## src/rtl/wb_unit_if.sv

```systemverilog
// Writeback-stage bus: memory-stage handshake, register-file write port,
// decode scoreboard query and commit/trace outputs.
interface wb_unit_if;
  // Memory stage -> writeback
  logic        ms_valid;
  logic        ms_ready;
  logic [63:0] ms_pc;
  logic        ms_rf_we;
  logic [4:0]  ms_rd;
  logic [63:0] ms_result;
  logic        ms_ld;
  logic [1:0]  ms_ld_size;
  logic        ms_ld_unsigned;
  logic [2:0]  ms_ld_off;
  logic        halt;

  // Register file write port
  logic        rf_wen;
  logic [4:0]  rf_waddr;
  logic [63:0] rf_wdata;

  // Decode scoreboard interface
  logic        id_valid;
  logic        id_issue;
  logic [4:0]  id_rs1;
  logic [4:0]  id_rs2;
  logic        id_rd_we;
  logic [4:0]  id_rd;
  logic        id_stall;

  // Retirement
  logic        commit_valid;
  logic [63:0] commit_pc;
  logic [63:0] instret;

  // Driving side (pipeline / environment)
  modport master (
    output ms_valid, ms_pc, ms_rf_we, ms_rd, ms_result, ms_ld, ms_ld_size,
           ms_ld_unsigned, ms_ld_off, halt,
           id_valid, id_issue, id_rs1, id_rs2, id_rd_we, id_rd,
    input  ms_ready, rf_wen, rf_waddr, rf_wdata, id_stall,
           commit_valid, commit_pc, instret
  );

  // Writeback unit side
  modport slave (
    input  ms_valid, ms_pc, ms_rf_we, ms_rd, ms_result, ms_ld, ms_ld_size,
           ms_ld_unsigned, ms_ld_off, halt,
           id_valid, id_issue, id_rs1, id_rs2, id_rd_we, id_rd,
    output ms_ready, rf_wen, rf_waddr, rf_wdata, id_stall,
           commit_valid, commit_pc, instret
  );
endinterface

```

## src/rtl/wb_unit.sv

```systemverilog
// Writeback stage: one-entry writeback register with load formatting,
// register-file write port, RAW/WAW busy scoreboard and retire counter.
module wb_unit (
  input  logic      clock,
  input  logic      reset,
  wb_unit_if.slave  bus
);

  logic        wb_valid_q, wb_valid_d;
  logic [63:0] wb_pc_q,    wb_pc_d;
  logic        wb_rf_we_q, wb_rf_we_d;
  logic [4:0]  wb_rd_q,    wb_rd_d;
  logic [63:0] wb_data_q,  wb_data_d;
  logic [31:0] busy_q,     busy_d;
  logic [63:0] instret_q,  instret_d;

  logic        wb_fire;
  logic        transfer;
  logic        rf_wen;
  logic        id_stall;
  logic        sb_set;
  logic [63:0] ld_data;

  // Handshake, retire and hazard decode from registered state
  always_comb begin
    wb_fire  = wb_valid_q & ~bus.halt;
    transfer = bus.ms_valid & (~wb_valid_q | ~bus.halt);
    rf_wen   = wb_fire & wb_rf_we_q & (wb_rd_q != 5'd0);
    id_stall = bus.id_valid & (busy_q[bus.id_rs1] | busy_q[bus.id_rs2] |
                               (bus.id_rd_we & busy_q[bus.id_rd]));
    sb_set   = bus.id_issue & ~id_stall & bus.id_rd_we & (bus.id_rd != 5'd0);
  end

  assign bus.ms_ready     = ~wb_valid_q | ~bus.halt;
  assign bus.rf_wen       = rf_wen;
  assign bus.rf_waddr     = wb_rd_q;
  assign bus.rf_wdata     = wb_data_q;
  assign bus.id_stall     = id_stall;
  assign bus.commit_valid = wb_fire;
  assign bus.commit_pc    = wb_pc_q;
  assign bus.instret      = instret_q;

  // Load lane selection and sign/zero extension; offset bits below the
  // access size drop out of the part-select base.
  always_comb begin
    logic [7:0]  b;
    logic [15:0] h;
    logic [31:0] w;
    logic        sx;
    b  = bus.ms_result[{bus.ms_ld_off, 3'b000} +: 8];
    h  = bus.ms_result[{bus.ms_ld_off[2:1], 4'b0000} +: 16];
    w  = bus.ms_result[{bus.ms_ld_off[2], 5'b00000} +: 32];
    sx = ~bus.ms_ld_unsigned;
    unique case (bus.ms_ld_size)
      2'd0:    ld_data = {{56{sx & b[7]}}, b};
      2'd1:    ld_data = {{48{sx & h[15]}}, h};
      2'd2:    ld_data = {{32{sx & w[31]}}, w};
      default: ld_data = bus.ms_result;
    endcase
  end

  // Next-state for the writeback register, scoreboard and retire counter
  always_comb begin
    // NOTE: every next-state signal takes its hold value first so no path
    // through this block leaves a variable unassigned (which would infer a latch).
    wb_valid_d = wb_valid_q;
    wb_pc_d    = wb_pc_q;
    wb_rf_we_d = wb_rf_we_q;
    wb_rd_d    = wb_rd_q;
    wb_data_d  = wb_data_q;
    busy_d     = busy_q;
    instret_d  = instret_q + {63'd0, wb_fire};

    if (transfer) begin
      wb_valid_d = 1'b1;
      wb_pc_d    = bus.ms_pc;
      wb_rf_we_d = bus.ms_rf_we;
      wb_rd_d    = bus.ms_rd;
      wb_data_d  = bus.ms_ld ? ld_data : bus.ms_result;
    end else if (wb_fire) begin
      wb_valid_d = 1'b0;
    end

    // Clear first so a same-cycle set of the same register wins.
    if (rf_wen) busy_d[wb_rd_q] = 1'b0;
    if (sb_set) busy_d[bus.id_rd] = 1'b1;
    busy_d[0] = 1'b0;
  end

  // State registers; reset discards any held instruction and all busy bits
  always_ff @(posedge clock or posedge reset) begin
    // NOTE: the busy vector is a flop array, not a RAM, so it is reset here
    // along with the control state; nothing stale may stall decode after reset.
    if (reset) begin
      wb_valid_q <= 1'b0;
      wb_pc_q    <= '0;
      wb_rf_we_q <= 1'b0;
      wb_rd_q    <= '0;
      wb_data_q  <= '0;
      busy_q     <= '0;
      instret_q  <= '0;
    end else begin
      // NOTE: non-blocking assignments so every register samples the
      // pre-edge values computed above, independent of statement order.
      wb_valid_q <= wb_valid_d;
      wb_pc_q    <= wb_pc_d;
      wb_rf_we_q <= wb_rf_we_d;
      wb_rd_q    <= wb_rd_d;
      wb_data_q  <= wb_data_d;
      busy_q     <= busy_d;
      instret_q  <= instret_d;
    end
  end

endmodule

```

## src/flat_wrapper.sv

```systemverilog
// flat-port wrapper written by rule: the top's interface ports become plain ports
module wb_unit_flat 
  (clock, reset, bus_ms_valid, bus_ms_pc, bus_ms_rf_we, bus_ms_rd, bus_ms_result, bus_ms_ld, bus_ms_ld_size, bus_ms_ld_unsigned, bus_ms_ld_off, bus_halt, bus_id_valid, bus_id_issue, bus_id_rs1, bus_id_rs2, bus_id_rd_we, bus_id_rd, bus_ms_ready, bus_rf_wen, bus_rf_waddr, bus_rf_wdata, bus_id_stall, bus_commit_valid, bus_commit_pc, bus_instret);
  wb_unit_if bus_i ();
  input  logic clock;
  input  logic reset;
  input wire logic [$bits(bus_i.ms_valid)-1:0] bus_ms_valid;
  input wire logic [$bits(bus_i.ms_pc)-1:0] bus_ms_pc;
  input wire logic [$bits(bus_i.ms_rf_we)-1:0] bus_ms_rf_we;
  input wire logic [$bits(bus_i.ms_rd)-1:0] bus_ms_rd;
  input wire logic [$bits(bus_i.ms_result)-1:0] bus_ms_result;
  input wire logic [$bits(bus_i.ms_ld)-1:0] bus_ms_ld;
  input wire logic [$bits(bus_i.ms_ld_size)-1:0] bus_ms_ld_size;
  input wire logic [$bits(bus_i.ms_ld_unsigned)-1:0] bus_ms_ld_unsigned;
  input wire logic [$bits(bus_i.ms_ld_off)-1:0] bus_ms_ld_off;
  input wire logic [$bits(bus_i.halt)-1:0] bus_halt;
  input wire logic [$bits(bus_i.id_valid)-1:0] bus_id_valid;
  input wire logic [$bits(bus_i.id_issue)-1:0] bus_id_issue;
  input wire logic [$bits(bus_i.id_rs1)-1:0] bus_id_rs1;
  input wire logic [$bits(bus_i.id_rs2)-1:0] bus_id_rs2;
  input wire logic [$bits(bus_i.id_rd_we)-1:0] bus_id_rd_we;
  input wire logic [$bits(bus_i.id_rd)-1:0] bus_id_rd;
  output wire logic [$bits(bus_i.ms_ready)-1:0] bus_ms_ready;
  output wire logic [$bits(bus_i.rf_wen)-1:0] bus_rf_wen;
  output wire logic [$bits(bus_i.rf_waddr)-1:0] bus_rf_waddr;
  output wire logic [$bits(bus_i.rf_wdata)-1:0] bus_rf_wdata;
  output wire logic [$bits(bus_i.id_stall)-1:0] bus_id_stall;
  output wire logic [$bits(bus_i.commit_valid)-1:0] bus_commit_valid;
  output wire logic [$bits(bus_i.commit_pc)-1:0] bus_commit_pc;
  output wire logic [$bits(bus_i.instret)-1:0] bus_instret;
  assign bus_i.ms_valid = bus_ms_valid;
  assign bus_i.ms_pc = bus_ms_pc;
  assign bus_i.ms_rf_we = bus_ms_rf_we;
  assign bus_i.ms_rd = bus_ms_rd;
  assign bus_i.ms_result = bus_ms_result;
  assign bus_i.ms_ld = bus_ms_ld;
  assign bus_i.ms_ld_size = bus_ms_ld_size;
  assign bus_i.ms_ld_unsigned = bus_ms_ld_unsigned;
  assign bus_i.ms_ld_off = bus_ms_ld_off;
  assign bus_i.halt = bus_halt;
  assign bus_i.id_valid = bus_id_valid;
  assign bus_i.id_issue = bus_id_issue;
  assign bus_i.id_rs1 = bus_id_rs1;
  assign bus_i.id_rs2 = bus_id_rs2;
  assign bus_i.id_rd_we = bus_id_rd_we;
  assign bus_i.id_rd = bus_id_rd;
  assign bus_ms_ready = bus_i.ms_ready;
  assign bus_rf_wen = bus_i.rf_wen;
  assign bus_rf_waddr = bus_i.rf_waddr;
  assign bus_rf_wdata = bus_i.rf_wdata;
  assign bus_id_stall = bus_i.id_stall;
  assign bus_commit_valid = bus_i.commit_valid;
  assign bus_commit_pc = bus_i.commit_pc;
  assign bus_instret = bus_i.instret;
  wb_unit u_core (.clock(clock), .reset(reset), .bus(bus_i));
endmodule
```

## config.mk

```make
export PLATFORM = sky130hd
export DESIGN_NAME = wb_unit_flat
export DESIGN_NICKNAME = d
export VERILOG_FILES = /design/src/rtl/wb_unit_if.sv /design/src/rtl/wb_unit.sv /design/src/flat_wrapper.sv
export SDC_FILE = /design/constraint.sdc
export NUM_CORES = 1
export LEC_CHECK = 0
export BUFFER_PORTS_ARGS = -buffer_cell sky130_fd_sc_hd__buf_2
export CAP_MARGIN = 15
export CORE_ASPECT_RATIO = 0.7
export CORE_MARGIN = 1.5
export CORE_UTILIZATION = 50
export CTS_CLUSTER_DIAMETER = 150
export DETAILED_ROUTE_END_ITERATION = 7
export PLACE_DENSITY = 0.78
export SYNTH_ARGS = -nofsm -noshare
export SYNTH_HDL_FRONTEND = slang
export SYNTH_SLANG_ARGS = --single-unit
```

## constraint.sdc

```tcl
create_clock -name clock -period 16.95 [get_ports clock]
set_clock_uncertainty 0.15 [all_clocks]
set_input_delay 1.695 -clock clock [delete_from_list [all_inputs] [get_ports clock]]
set_output_delay 1.695 -clock clock [all_outputs]
set_load 0.02 [all_outputs]
```

# Word-level counts from Yosys, hierarchy flattened
# Cells that the tools add are included.
# Widths: inputs -> output; s select.
[classes] add_sub_neg=1 magnitude_cmp=6 n_eq_ne=2 n_shift=3 muxes=16 bitwise_logic=22 reduce_logical=6
[op_table] op="$pmux 64 s3" count=1
[op_table] op="$add 64x1->64" count=1
[op_table] op="$mux 32" count=2
[op_table] op="$mux 64" count=1
[op_table] op="$shiftx 64x7->16" count=1
[op_table] op="$shiftx 64x7->32" count=1
[op_table] op="$shiftx 64x7->8" count=1
[op_table] op="$and 32x32->32" count=1
[op_table] op="$not 32->32" count=1
[op_table] op="$or 32x32->32" count=1
[op_table] op="$lt 5x6->1 const B" count=4
[op_table] op="$bmux 1 s5" count=3
[op_table] op="$and 1x1->1" count=12
[op_table] op="$demux 1 s5" count=2
[op_table] op="$ge 5x1->1 const B" count=2
[op_table] op="$reduce_bool 5->1" count=2
[op_table] op="$mux 1" count=7
[op_table] op="$not 1->1" count=4
[op_table] op="$or 1x1->1" count=3
[op_table] op="$eq 2x1->1 const B" count=1
[op_table] op="$eq 2x2->1 const B" count=1
[op_table] op="$logic_and 1x1->1" count=2
[op_table] op="$logic_not 2->1" count=1
[op_table] op="$reduce_bool 2->1" count=1
[totals] reg_bits=230 inputBits=163 elab_cells=63

# Longest topological paths before layout
# Gate-level depths: netlist of the first run.
[logic_depth] word_depth=10 ltp_mapped=10

# Least setup slack after synthesis of the first run
# Ideal clock, no wire load.
[synth_path] kind="input port to output port" startpoint="input port bus_id_rs2[0]" endpoint="output port bus_id_stall" arrival_time_ns=3.660 required_ns=15.105 setup_slack_ns=11.445 path_stages=8 n_path_buf=2 cell_sequence="buf_6 > mux4_1 > nor2b_1 > or4_1 > nand4_1 > clkbuf_1 > nor2_1 > a21boi_0"
[synth_via] elab_chain_len=5
[synth_lines] element="from (decl)" line="flat_wrapper.sv:20" rtl="input wire logic [$bits(bus_i.id_rs2)-1:0] bus_id_rs2;"
[synth_lines] element="$bmux 1 s5" line="wb_unit.sv:29" rtl="id_stall = bus.id_valid & (busy_q[bus.id_rs1] | busy_q[bus.id_rs2] |"
[synth_lines] element="$mux 1 (implied by the code)" line="wb_unit.sv:29"
[synth_lines] element="$or 1x1->1 (2 in series)" line="wb_unit.sv:29"
[synth_lines] element="$and 1x1->1" line="wb_unit.sv:29"
[synth_lines] element="to (decl)" line="flat_wrapper.sv:27" rtl="output wire logic [$bits(bus_i.id_stall)-1:0] bus_id_stall;"
# No other way between the ends. The select of a mux whose other input is x is not followed.

# Final worst setup path of the first run
[layout_path] startpoint="input port bus_id_rs1[2]" endpoint="output port bus_id_stall"
[layout_via] elab_chain_len=5
[layout_lines] element="from (decl)" line="flat_wrapper.sv:19" rtl="input wire logic [$bits(bus_i.id_rs1)-1:0] bus_id_rs1;"
[layout_lines] element="$bmux 1 s5" line="wb_unit.sv:29"
[layout_lines] element="$mux 1 (implied by the code)" line="wb_unit.sv:29"
[layout_lines] element="$or 1x1->1 (2 in series)" line="wb_unit.sv:29"
[layout_lines] element="$and 1x1->1" line="wb_unit.sv:29"
# No other way between the ends. The select of a mux whose other input is x is not followed.

==> key figures, run 1 <==
Layout
  – Post-layout util: 0.6341
  – Share of cells above drive strength 1: 0.3093
  – Number of fill cells: approximately 2000
  – Layout net count: 1689
  – Synth-to-layout area growth: 23.06%

Global route
  – Number of global-route vias before repair: 10260
  – Initial antenna violation count: 7
  – Overall Global Routing Usage: 0.3010
  – First-pass GRT wire length: 58840 um
  – Largest net degree at the start of global routing: about 110
  – Grt total ovfl: 0

Floorplanning
  – Chip width: roughly 190 um
  – Initial Util: 0.5153
  – Die area: 24550 sq um
  – Core ar.: 22910 sq um
  – I/O pins: ~360
  – FP Rows: between 40 and 50
  – Die Span Y: around 130 um

CTS
  – Clock-pin slew on the worst setup and hold paths: approximately 0.060 ns
  – Clock root buffer master: clkbuf_16
  – H-Tree Depth: 1
  – Setup repair bufs after CTS: 0
  – Clk Latency, worst-skew pair: 0.51 ns
  – CTS buffer count: 24
  – Hold_buf cts: 0
  – CTS tree: yes
  – Clock sinks: 230
  – Longest Clk Path Bufs: 3
  – CTS resizes: 0

Detailed routing
  – Drt pass-1 iters: 5
  – Drt total wl: 37970 um
  – Via/cell ratio: slightly below 6
  – Starting DRT DRC Count: ~1200
  – Mean routed wirelength per cell: roughly 20 um
  – Drt drc: 0
  – Routed via count: 10930
  – Detail Route Antenna Nets: 0

STA
  – Final WS setup: about 11 ns
  – Setup_tns: 0 ns
  – Fmax: 0.1798 GHz
  – Final setup viols: 0
  – Fin crit period: between 5 and 6 ns
  – Slew @ Worst Pin: about 1.2 ns
  – Final Max Tran Viols: 0
  – Final hold violations: 0
  – Fin crit share: 0.3282
  – Slew Limit Headroom: 0.2240
  – RSZ-0062 raised after global routing: no

Placement
  – DP HPWL: between 20000 and 30000 um
  – Placement Setup Slack: roughly 11 ns
  – Global placer's final weighted congestion: a little under 1
  – I/O Buffers: roughly 360

Synthesis
  – FFs w/ async S/R, synth: 1.000
  – Mapped Nets: 1366
  – Synth cell types: 60
  – Post-synth EDFFs: 0
  – Mapped cell area: approximately 12000 sq um
  – Ys flop type: dfrtp_1
  – Flops & latches, synth: 230
  – Ys Warns: 0
  – Sequential fraction of the synthesis area: 0.4876
  – Cells after Synth: approximately 1200
  – Synthesized area per cell: just under 10 sq um

Power
  – Net Sw Frac: 0.3310
  – Maximum VDD drop: approximately 0.077 mV
  – Pwr dens: around 110 nW/um^2
  – Leak: between 0.007 and 0.008 uW
  – Flop pwr share: 0.435
  – Int Pwr: between 1000 and 1500 uW
  – Net switching power: around 530 uW
  – Clk pwr share: 0.331
  – Power share of the combinational group: 0.234

Flow run
  – Max-cap violation count: 0

Critical path
  – Worst Path Required: roughly 15 ns
  – Critical path endpoint category: primary output
  – Crit-path max FO: 15
  – Crit path arrival time: approximately 3.7 ns
  – Critical Setup Path Class: in -> out
  – Startpoint Class: primary input

Outcome
  – Status: completed

Hold path
  – Worst min path class: reg -> reg
[sequential cells by signal, summed over array words and instances (netlist names)]
name	cells
u_core.wb_rf_we_q	1
u_core.wb_valid_q	1
u_core.bus.rf_wdata	64
u_core.busy_q	31
u_core.bus.rf_waddr	5
u_core.bus.commit_pc	64
u_core.bus.instret	64
[per-layer routing]
| layer | global-route usage | share of wire | wire length [um] |
|---|---|---|---|
| met4 | 0.1102 | 0.036 | 1373 |
| met3 | 0.08600 | 0.12 | 4398 |
| met1 | 0.4256 | 0.41 | 15690 |
| met2 | 0.4403 | 0.43 | 16480 |
| met5 | 0 | 0.00082 | 31 |
[synth_stat cells (all sizes together) (4+ instances only)]
master   number  area [sq um]
a211oi        8         60.06
a21oi        30         150.1
a221o        33         330.3
a22oi        41         307.8
and2          6         37.54
and2b         4         35.03
and3         11         68.82
and4          6         52.55
buf          16         112.6
clkbuf       61         309.1
dfrtp       230          5756
inv          15         56.30
mux2          9         101.4
mux2i        27         270.3
mux4         22         506.7
nand2       313          1175
nand2b       19         118.9
nand3        40         205.2
nand3b        5         37.54
nand4        19         125.1
nor2         49         183.9
nor2b         7         43.79
nor3         18         90.09
nor3b         8         60.06
nor4          7         50.05
o21ai        51         255.2
o221a        15         168.9
o2bb2ai       7         61.31
o41ai        32         280.3
or3           5         33.78
xnor2        41         359.1
xor2         21         183.9
[path summary, 6_finish.rpt]
kind,cells past startpoint,start,slack [ns],end
hold reg to reg,2,u_core.bus.commit_pc[27],0.32,u_core.bus.commit_pc[27]
setup reg to reg,6,u_core.busy_q[18],13.73,u_core.busy_q[14]
min in group asynchronous,2,reset,1.17,u_core.bus.instret[47]
setup / recovery,8,bus_id_rs1[2],11.39,bus_id_stall
max in group asynchronous,3,reset,14.11,u_core.bus.commit_pc[12]
hold / removal,2,u_core.bus.commit_pc[27],0.32,u_core.bus.commit_pc[27]
[placed cells by master (no fill, tap or decap), drive strengths merged, types with 11 or more instances in the layout]
master	n
xor2	21
inv	17
nand4	19
buf	374
a22oi	41
nor2	49
mux2i	27
nand2	313
dfrtp	230
a221o	33
o41ai	32
o21ai	51
nand3	40
xnor2	41
nand2b	19
and3	11
mux4	22
o221a	15
nor3	18
clkbuf	33
a21oi	30
[area by class of cell]
class | count | area [sq um] | area share
flip-flops and latches | 230 | 5756 | 0.3962
multi-input cells | 879 | 5594 | 0.3851
repair buffers | 374 | 1899 | 0.1308
clock buffers | 33 | 705.7 | 0.04858
well taps | 312 | 390.4 | 0.02688
clock inverters | 11 | 98.84 | 0.006805
inverters | 15 | 63.81 | 0.004393
diodes | 7 | 17.52 | 0.001206
[worst max-delay path: stages]
cell      delay [ns]
buf_2           0.34
mux4_2          0.27
and2b_2         0.20
or4_2           0.60
nand4_1         0.16
nor2_1          0.06
a21boi_0        0.18
buf_2           0.20
[logic make-up (layout without fill, tap and decap cells)]
| logic type | count (synthesis) | after routing | synth area share |
|---|---|---|---|
| xor gates and xnor gates | 62 | 62 | 0.04600 |
| muxes | 58 | 58 | 0.07441 |
| buffers and inverters | 92 | 433 | 0.04049 |
| DFF | 230 | 230 | 0.4876 |
| AOI/OAI and AO/OA | 230 | 230 | 0.1461 |
| adders and majority gates | 2 | 2 | 0.002120 |
| other | 0 | 7 | 0 |
| and+or+nand+nor | 527 | 527 | 0.2033 |
[power by group through the flow]
stage | sequential, uW | combinational [uW] | clock, uW
after floorplan | 743 | 189 | 0
after global placement | 705 | 370 | 0
after detailed placement | 702 | 377 | 0
after CTS | 695 | 376 | 545
after global routing | 707 | 406 | 565
final | 701 | 377 | 534
[through the flow]
stage	hold WS (ns)	total power, uW	cells	area, sq um
2_1_floorplan	0.3104	932.2	1201	11800
3_3_place_gp	0.3028	1075	1810	13700
3_5_place_dp	0.3063	1079	1810	13700
4_1_cts	0.3223	1616	1854	14510
5_1_grt	0.3385	1679	1859	14520
6_report	0.3192	1612	1861	14530
(Power assumes the default switching activity.)
==> run 2: changes to the inputs <==
- clock period: 16.95 -> 5.6 ns (I/O delays scaled with it)
==> run 2 against run 1 <==
Against the previous run:
- cell area is 0.81% higher
- register-to-register slack got worse by 11 ns
- first-iteration DRC count decreased by 15%
- worst hold slack lost 0.27 ns
- setup slack lost 9.2 ns
- flip-flop and latch count stayed put
- critical path depth stayed put
- clock-buffer cell count down 2
- global-route usage rose by 0.61 points
- routed wire length grew 1.9%
- non-clock buffer count grew 1
- cell count rose by 0.38%
- critical path type is now reg -> out
- highest routed layer is now met4
==> key figures, run 2 (synthesis results as in run 1) <==
Floorplanning
  – Initial Util: 0.5153 (unchanged)
  – FP Rows: 46 (unchanged)
  – Core ar.: 22910 sq um (unchanged)
  – Chip width: 186.6 um (unchanged)
  – Die Span Y: 131.6 um (unchanged)
  – I/O pins: 364 (unchanged)
  – Die area: 24550 sq um (unchanged)

Global route
  – Largest net degree at the start of global routing: 118 (+12%)
  – Number of global-route vias before repair: 10750 (+4.8%)
  – Overall Global Routing Usage: 0.3071 (+0.006121)
  – Initial antenna violation count: 12 (+5)
  – First-pass GRT wire length: 60090 um (+2.1%)
  – Grt total ovfl: 0 (unchanged)

Critical path
  – Crit path buf inv count: 2 (unchanged)
  – Slowest-stage cell, CP: dfrtp_1
  – Critical Setup Path Class: reg -> out
  – Crit-path max FO: 32 (+17)
  – Critical path endpoint category: primary output
  – CP max stage delay: 0.51 ns (-0.09 ns)
  – Crit-path cells: mux4_1 -> nor2b_1 -> or4_1 -> nand4_1 -> buf_4 -> nor2_1 -> a21boi_0 -> buf_2
  – Crit path arrival time: 2.75 ns (-0.97 ns)
  – Reg2Reg Setup Slack: 2.41 ns (-11.32 ns)
  – CP top delay family: simple AND/OR/NAND/NOR gates
  – Startpoint Class: flip-flop
  – Worst Path Required: 4.89 ns (-10.22 ns)

CTS
  – Setup repair bufs after CTS: 0 (unchanged)
  – Hold_buf cts: 0 (unchanged)
  – CTS resizes: 0 (unchanged)
  – Clock sinks: 230 (unchanged)
  – Clock-pin slew on the worst setup and hold paths: 0.06 ns (about the same)
  – Longest Clk Path Bufs: 3 (unchanged)
  – Clk Latency, worst-skew pair: 0.52 ns (about the same)
  – H-Tree Depth: 1 (unchanged)
  – Clock root buffer master: clkbuf_16
  – CTS buffer count: 24 (unchanged)
  – CTS tree: yes

Placement
  – DP HPWL: 27280 um (+0.69%)
  – Global placer's final weighted congestion: 0.9538 (-2.2%)
  – Placement Setup Slack: 2.055 ns (-9.343 ns)
  – I/O Buffers: 363 (unchanged)

Layout
  – Commonest non-fill, non-tap cell in the layout: buf_2
  – Most frequent cells in the layout: buf_2, nand2_1, dfrtp_1
  – Synth-to-layout area growth: 24.05%
  – Layout net count: 1690 (+0.059%)
  – Share of cells above drive strength 1: 0.3106 (+0.001297)

Detailed routing
  – Drt pass-1 iters: 6 (+1)
  – Routed via count: 11130 (+1.8%)
  – Drt total wl: 38690 um (+1.9%)
  – Mean routed wirelength per cell: 20.71 um (+1.5%)
  – Detail Route Antenna Nets: 0 (unchanged)
  – Drt drc: 0 (unchanged)
  – Starting DRT DRC Count: 1024 (-15%)
  – Via/cell ratio: 5.957 (+1.4%)

Power
  – Net Sw Frac: 0.3210 (-0.01003)
  – Power share of the combinational group: 0.228 (-0.006)
  – Int Pwr: 3417 uW (+220%)
  – Clk pwr share: 0.351 (+0.020)
  – Maximum VDD drop: 0.2366 mV (+210%)
  – Leak: 0.007221 uW (+0.69%)
  – Net switching power: 1615 uW (+200%)
  – Flop pwr share: 0.421 (-0.014)
  – Pwr dens: 343.6 nW/um^2 (+210%)

STA
  – Fin crit period: 3.461 ns
  – RSZ-0062 raised after global routing: no
  – Slew Limit Headroom: 0.2429 (+0.01892)
  – Fin crit share: 0.6181
  – Final WS setup: 2.139 ns (-9.249 ns)
  – Final hold violations: 0 (unchanged)
  – Fin Hold WS: 0.04661 ns (-0.2725 ns)
  – Final Max Tran Viols: 0 (unchanged)
  – Slew @ Worst Pin: 1.136 ns (-0.02410 ns)
  – Setup_tns: 0 ns (unchanged)
  – Fmax: 0.2889 GHz
  – Final setup viols: 0 (unchanged)

Hold path
  – Worst min path class: in -> async

Flow run
  – Max-cap violation count: 0 (unchanged)

Outcome
  – Status: completed
-- run 2: tightest hold or removal path, cell delays in order --
cell and delay [ns]:
buf_2 0.11, clkinvlp_4 0.07, buf_12 0.46
-- run 2: per-layer routing --
layer,vias to the layer above,global-route usage,routed length [um]
li1,4981,-,-
met1,5345,0.4198,15420
met2,699,0.4652,17410
met3,103,0.08440,4436
met4,0,0.1201,1429
met5,-,0,0
-- run 2: path summary, 6_finish.rpt --
| path | start | endpoint | depth (start not counted) |
|---|---|---|---|
| worst min-delay path | reset | u_core.bus.commit_pc[61] | 3 |
| worst min register to register | u_core.bus.commit_pc[62] | u_core.bus.commit_pc[62] | 2 |
| worst max-delay path | u_core.busy_q[7] | bus_id_stall | 8 |
| min in group clock | bus_ms_rd[4] | u_core.bus.rf_waddr[4] | 3 |
| max in group asynchronous | reset | u_core.bus.commit_pc[43] | 4 |
| worst max register to register | u_core.busy_q[21] | u_core.busy_q[13] | 6 |
-- run 2: cell type report --
| cell class | instances | area [sq um] |
|---|---|---|
| Clock inverter | 12 | 198.9 |
| Tap cell | 312 | 390.4 |
| Inverter | 15 | 60.06 |
| Multi-Input combinational cell | 879 | 5597 |
| Fill cell | 1926 | 8264 |
| Antenna cell | 14 | 35.03 |
| Clock buffer | 31 | 676.9 |
| Timing Repair Buffer | 375 | 1929 |
| Sequential cell | 230 | 5756 |
-- run 2: per-stage QoR --
step,power [uW],utilization,instance area (sq um),cells
6_report,5032,0.6392,14640,1868
5_1_grt,5227,0.6390,14640,1866
2_1_floorplan,2822,-,11810,1201
3_3_place_gp,3240,0.5986,13710,1808
4_1_cts,5032,0.6368,14590,1851
3_5_place_dp,3264,0.5986,13710,1808
-- run 2: power by group through the flow --
stage | Combinational, uW | Clock [uW] | Sequential [uW]
after floorplan | 574 | 0 | 2250
final | 1150 | 1760 | 2120
after global routing | 1230 | 1850 | 2140
after global placement | 1120 | 0 | 2120
after CTS | 1140 | 1790 | 2100
after detailed placement | 1140 | 0 | 2120
==> run 3: changes to the inputs <==
- ABC_AREA: unset -> 1
- PLACE_DENSITY: 0.78 -> 0.77
- clock period: 5.6 -> 3.3 ns (I/O delays scaled with it)
==> run 3 against run 2 <==
Against the previous run:
- total power grew 63%
- register-to-register slack worse by 1.8 ns
- first-iteration DRC count up 54%
- die area rose by 6.9%
- sequential power up 64%
- synthesized cell count grew 45%
- combinational power is 75% higher
- core utilization up 2.7 points
- critical path type is now reg -> reg
- largest cell class is now multi-input combinational cells
==> key figures, run 3 <==
STA
  – Final WS setup: 0.5916 ns (-1.547 ns)
  – Fin Hold WS: 0.02937 ns (-0.01724 ns)
  – Fin crit share: 0.8207
  – Slew Limit Headroom: 0.4312 (+0.1884)
  – RSZ-0062 raised after global routing: no
  – Final hold violations: 0 (unchanged)
  – Slew @ Worst Pin: 0.8532 ns (-0.2825 ns)
  – Fin crit period: ~2.7 ns
  – Final setup viols: 0 (unchanged)
  – Fmax: 0.3692 GHz
  – Final Max Tran Viols: 0 (unchanged)

Floorplanning
  – I/O pins: 364 (unchanged)
  – Die area: 26260 sq um (+6.9%)
  – Core ar.: 24740 sq um (+8.0%)
  – FP Rows: 48 (+4.3%)
  – Initial Util: 0.5108 (-0.004523)
  – Chip width: 193.0 um (+3.4%)
  – Die Span Y: 136.0 um (+3.4%)

Synthesis
  – Synth area leader: dfrtp_1
  – Sequential fraction of the synthesis area: 0.4554 (-0.03220)
  – Synth top area share: 0.4554 (-0.03220)
  – Top cells by area, synth: dfrtp_1, nand2_1, a21oi_1
  – Cells after Synth: 1737 (+45%)
  – Synthesized area per cell: 7.276 sq um (-26%)
  – Mapped cell area: 12640 sq um (+7.1%)
  – Ys flop type: dfrtp_1
  – Post-synth EDFFs: 0 (unchanged)
  – Synth cell count leaders: nand2_1, dfrtp_1, nor2_1
  – Flops & latches, synth: 230 (unchanged)
  – Mapped Nets: 1902 (+39%)
  – Most frequent cell after synthesis: nand2_1
  – Synth cell types: 38 (-37%)
  – FFs w/ async S/R, synth: 1.000 (unchanged)
  – Ys Warns: 0 (unchanged)

Layout
  – Synth-to-layout area growth: 30.50%
  – Layout net count: 2332 (+38%)
  – Post-layout util: 0.6666 (+0.02734)
  – Most frequent cells in the layout: nand2_1, buf_2, dfrtp_1
  – Commonest non-fill, non-tap cell in the layout: nand2_1
  – Share of cells above drive strength 1: 0.2049 (-0.1058)

Global route
  – Overall Global Routing Usage: 0.3380 (+0.03093)
  – Grt total ovfl: 0 (unchanged)
  – Largest net degree at the start of global routing: 79 (-33%)
  – First-pass GRT wire length: 69770 um (+16%)
  – Initial antenna violation count: 6 (-6)
  – Number of global-route vias before repair: 12990 (+21%)

Critical path
  – Worst Setup SP: u_core.wb_valid_q
  – Crit path arrival time: 2.97 ns (+0.22 ns)
  – R2r startpoint: u_core.wb_valid_q
  – Crit-path max FO: 4 (-88%)
  – Critical path endpoint category: flip-flop
  – Worst Path Required: 3.56 ns (-1.33 ns)
  – Startpoint Class: flip-flop
  – Critical Setup Path Class: reg -> reg

Placement
  – I/O Buffers: 363 (unchanged)
  – Global placer's final weighted congestion: 0.9709 (+1.8%)
  – DP HPWL: 31020 um (+14%)
  – Placement Setup Slack: 0.5564 ns (-1.498 ns)

CTS
  – CTS tree: yes
  – Clock-pin slew on the worst setup and hold paths: 0.06 ns (about the same)
  – Clk Latency, worst-skew pair: 0.53 ns (about the same)
  – CTS resizes: 0 (unchanged)
  – Clock root buffer master: clkbuf_16
  – CTS buffer count: 24 (unchanged)
  – Clock sinks: 230 (unchanged)
  – H-Tree Depth: 1 (unchanged)
  – Longest Clk Path Bufs: 3 (unchanged)

Detailed routing
  – Drt total wl: 44830 um (+16%)
  – Via/cell ratio: 5.534 (-7.1%)
  – Drt pass-1 iters: 8 (+2)
  – Drt drc: 0 (unchanged)
  – Routed via count: 13910 (+25%)
  – Starting DRT DRC Count: 1572 (+54%)
  – Mean routed wirelength per cell: 17.83 um (-14%)
  – Detail Route Antenna Nets: 0 (unchanged)

Hold path
  – Worst min path class: in -> reg
  – Hold path start: bus_ms_result[61]

Power
  – Net Sw Frac: 0.3405 (+0.01952)
  – Clk pwr share: 0.330 (-0.021)
  – Int Pwr: 5404 uW (+58%)
  – Pwr dens: 496.7 nW/um^2 (+45%)
  – Maximum VDD drop: 0.5242 mV (+120%)
  – Leak: 0.008613 uW (+19%)
  – Flop pwr share: 0.424 (+0.003)
  – Net switching power: 2789 uW (+73%)
  – Power share of the combinational group: 0.245 (+0.017)

Flow run
  – Max-cap violation count: 0 (unchanged)

Outcome
  – Status: completed
## run 3: stage by stage
step | setup TNS [ns] | cell area (sq um) | cells | total power, uW
global route | 0 | 16490 | 2512 | 8555
floorplan | -43.23 | 12640 | 1737 | 4617
detailed placement | 0 | 14680 | 2364 | 5368
global placement | 0 | 14680 | 2364 | 5331
CTS | 0 | 16480 | 2507 | 8181
finish | 0 | 16490 | 2514 | 8193
## run 3: worst paths after layout
check	endpoint	slack (ns)	depth (start not counted)
max in group asynchronous	u_core.bus.rf_wdata[60]	1.96	4
hold reg to reg	u_core.bus.rf_wdata[15]	0.32	2
hold / removal	u_core.bus.rf_wdata[61]	0.03	3
setup / recovery	u_core.bus.instret[62]	0.59	14
min in group asynchronous	u_core.bus.instret[42]	0.24	3
setup reg to reg	u_core.bus.instret[62]	0.59	14
## run 3: power groups by stage
stage                     Sequential, uW  Clock, uW  Combinational, uW
after detailed placement            3490          0               1880
final                               3480       2710               2010
after CTS                           3450       2750               1970
after global placement              3490          0               1840
after floorplan                     3790          0                825
after global routing                3510       2850               2190
## run 3: critical path, cell delays in order (launching register included)
cell and delay [ns]:
dfrtp_1 0.35, inv_1 0.05, nor2_1 0.13, ha_1 0.31, ha_1 0.25, inv_1 0.10, nor2_4 0.17, nand4_2 0.16
nor2_2 0.18, nand2_2 0.10, nor2_4 0.17, nand2_2 0.10, nor2_4 0.11, nand3_1 0.09, xor2_1 0.16
## run 3: cell type report
| type | instances | area, sq um |
|---|---|---|
| fill | 2063 | 8250 |
| multi-input combinational | 1276 | 5947 |
| sequential | 230 | 5756 |
| timing repair buffer | 480 | 3000 |
| clock buffer | 32 | 691.9 |
| inverter | 155 | 586.8 |
| tap | 325 | 406.6 |
| clock inverter | 9 | 87.58 |
| antenna | 7 | 17.52 |
## run 3: logic make-up (layout without fill, tap and decap cells)
| logic type | after synthesis | in the layout | synth area share |
|---|---|---|---|
| simple gates | 938 | 938 | 0.3135 |
| compound gates | 273 | 273 | 0.1105 |
| buf+inv | 231 | 676 | 0.07484 |
| flops | 230 | 230 | 0.4554 |
| xor+xnor | 62 | 62 | 0.04297 |
| fa+ha+maj | 2 | 2 | 0.001980 |
| mux | 1 | 1 | 0.0007920 |
| other cells | 0 | 7 | 0 |
## run 3: routing by layer
layer	GRT usage	routed length, um	up-vias	part of all wire
met5	0	0	-	0
met4	0.1188	1537	0	0.034
li1	-	-	6439	-
met1	0.4666	18270	6507	0.41
met2	0.5193	20160	840	0.45
met3	0.08183	4860	127	0.11
## run 3: repair_timing
action	4_1_cts	5_1_grt
setup buffers	0	0
hold buffers	102	0
setup endpoints to repair	0	0
endpoints found under the hold margin	117	0
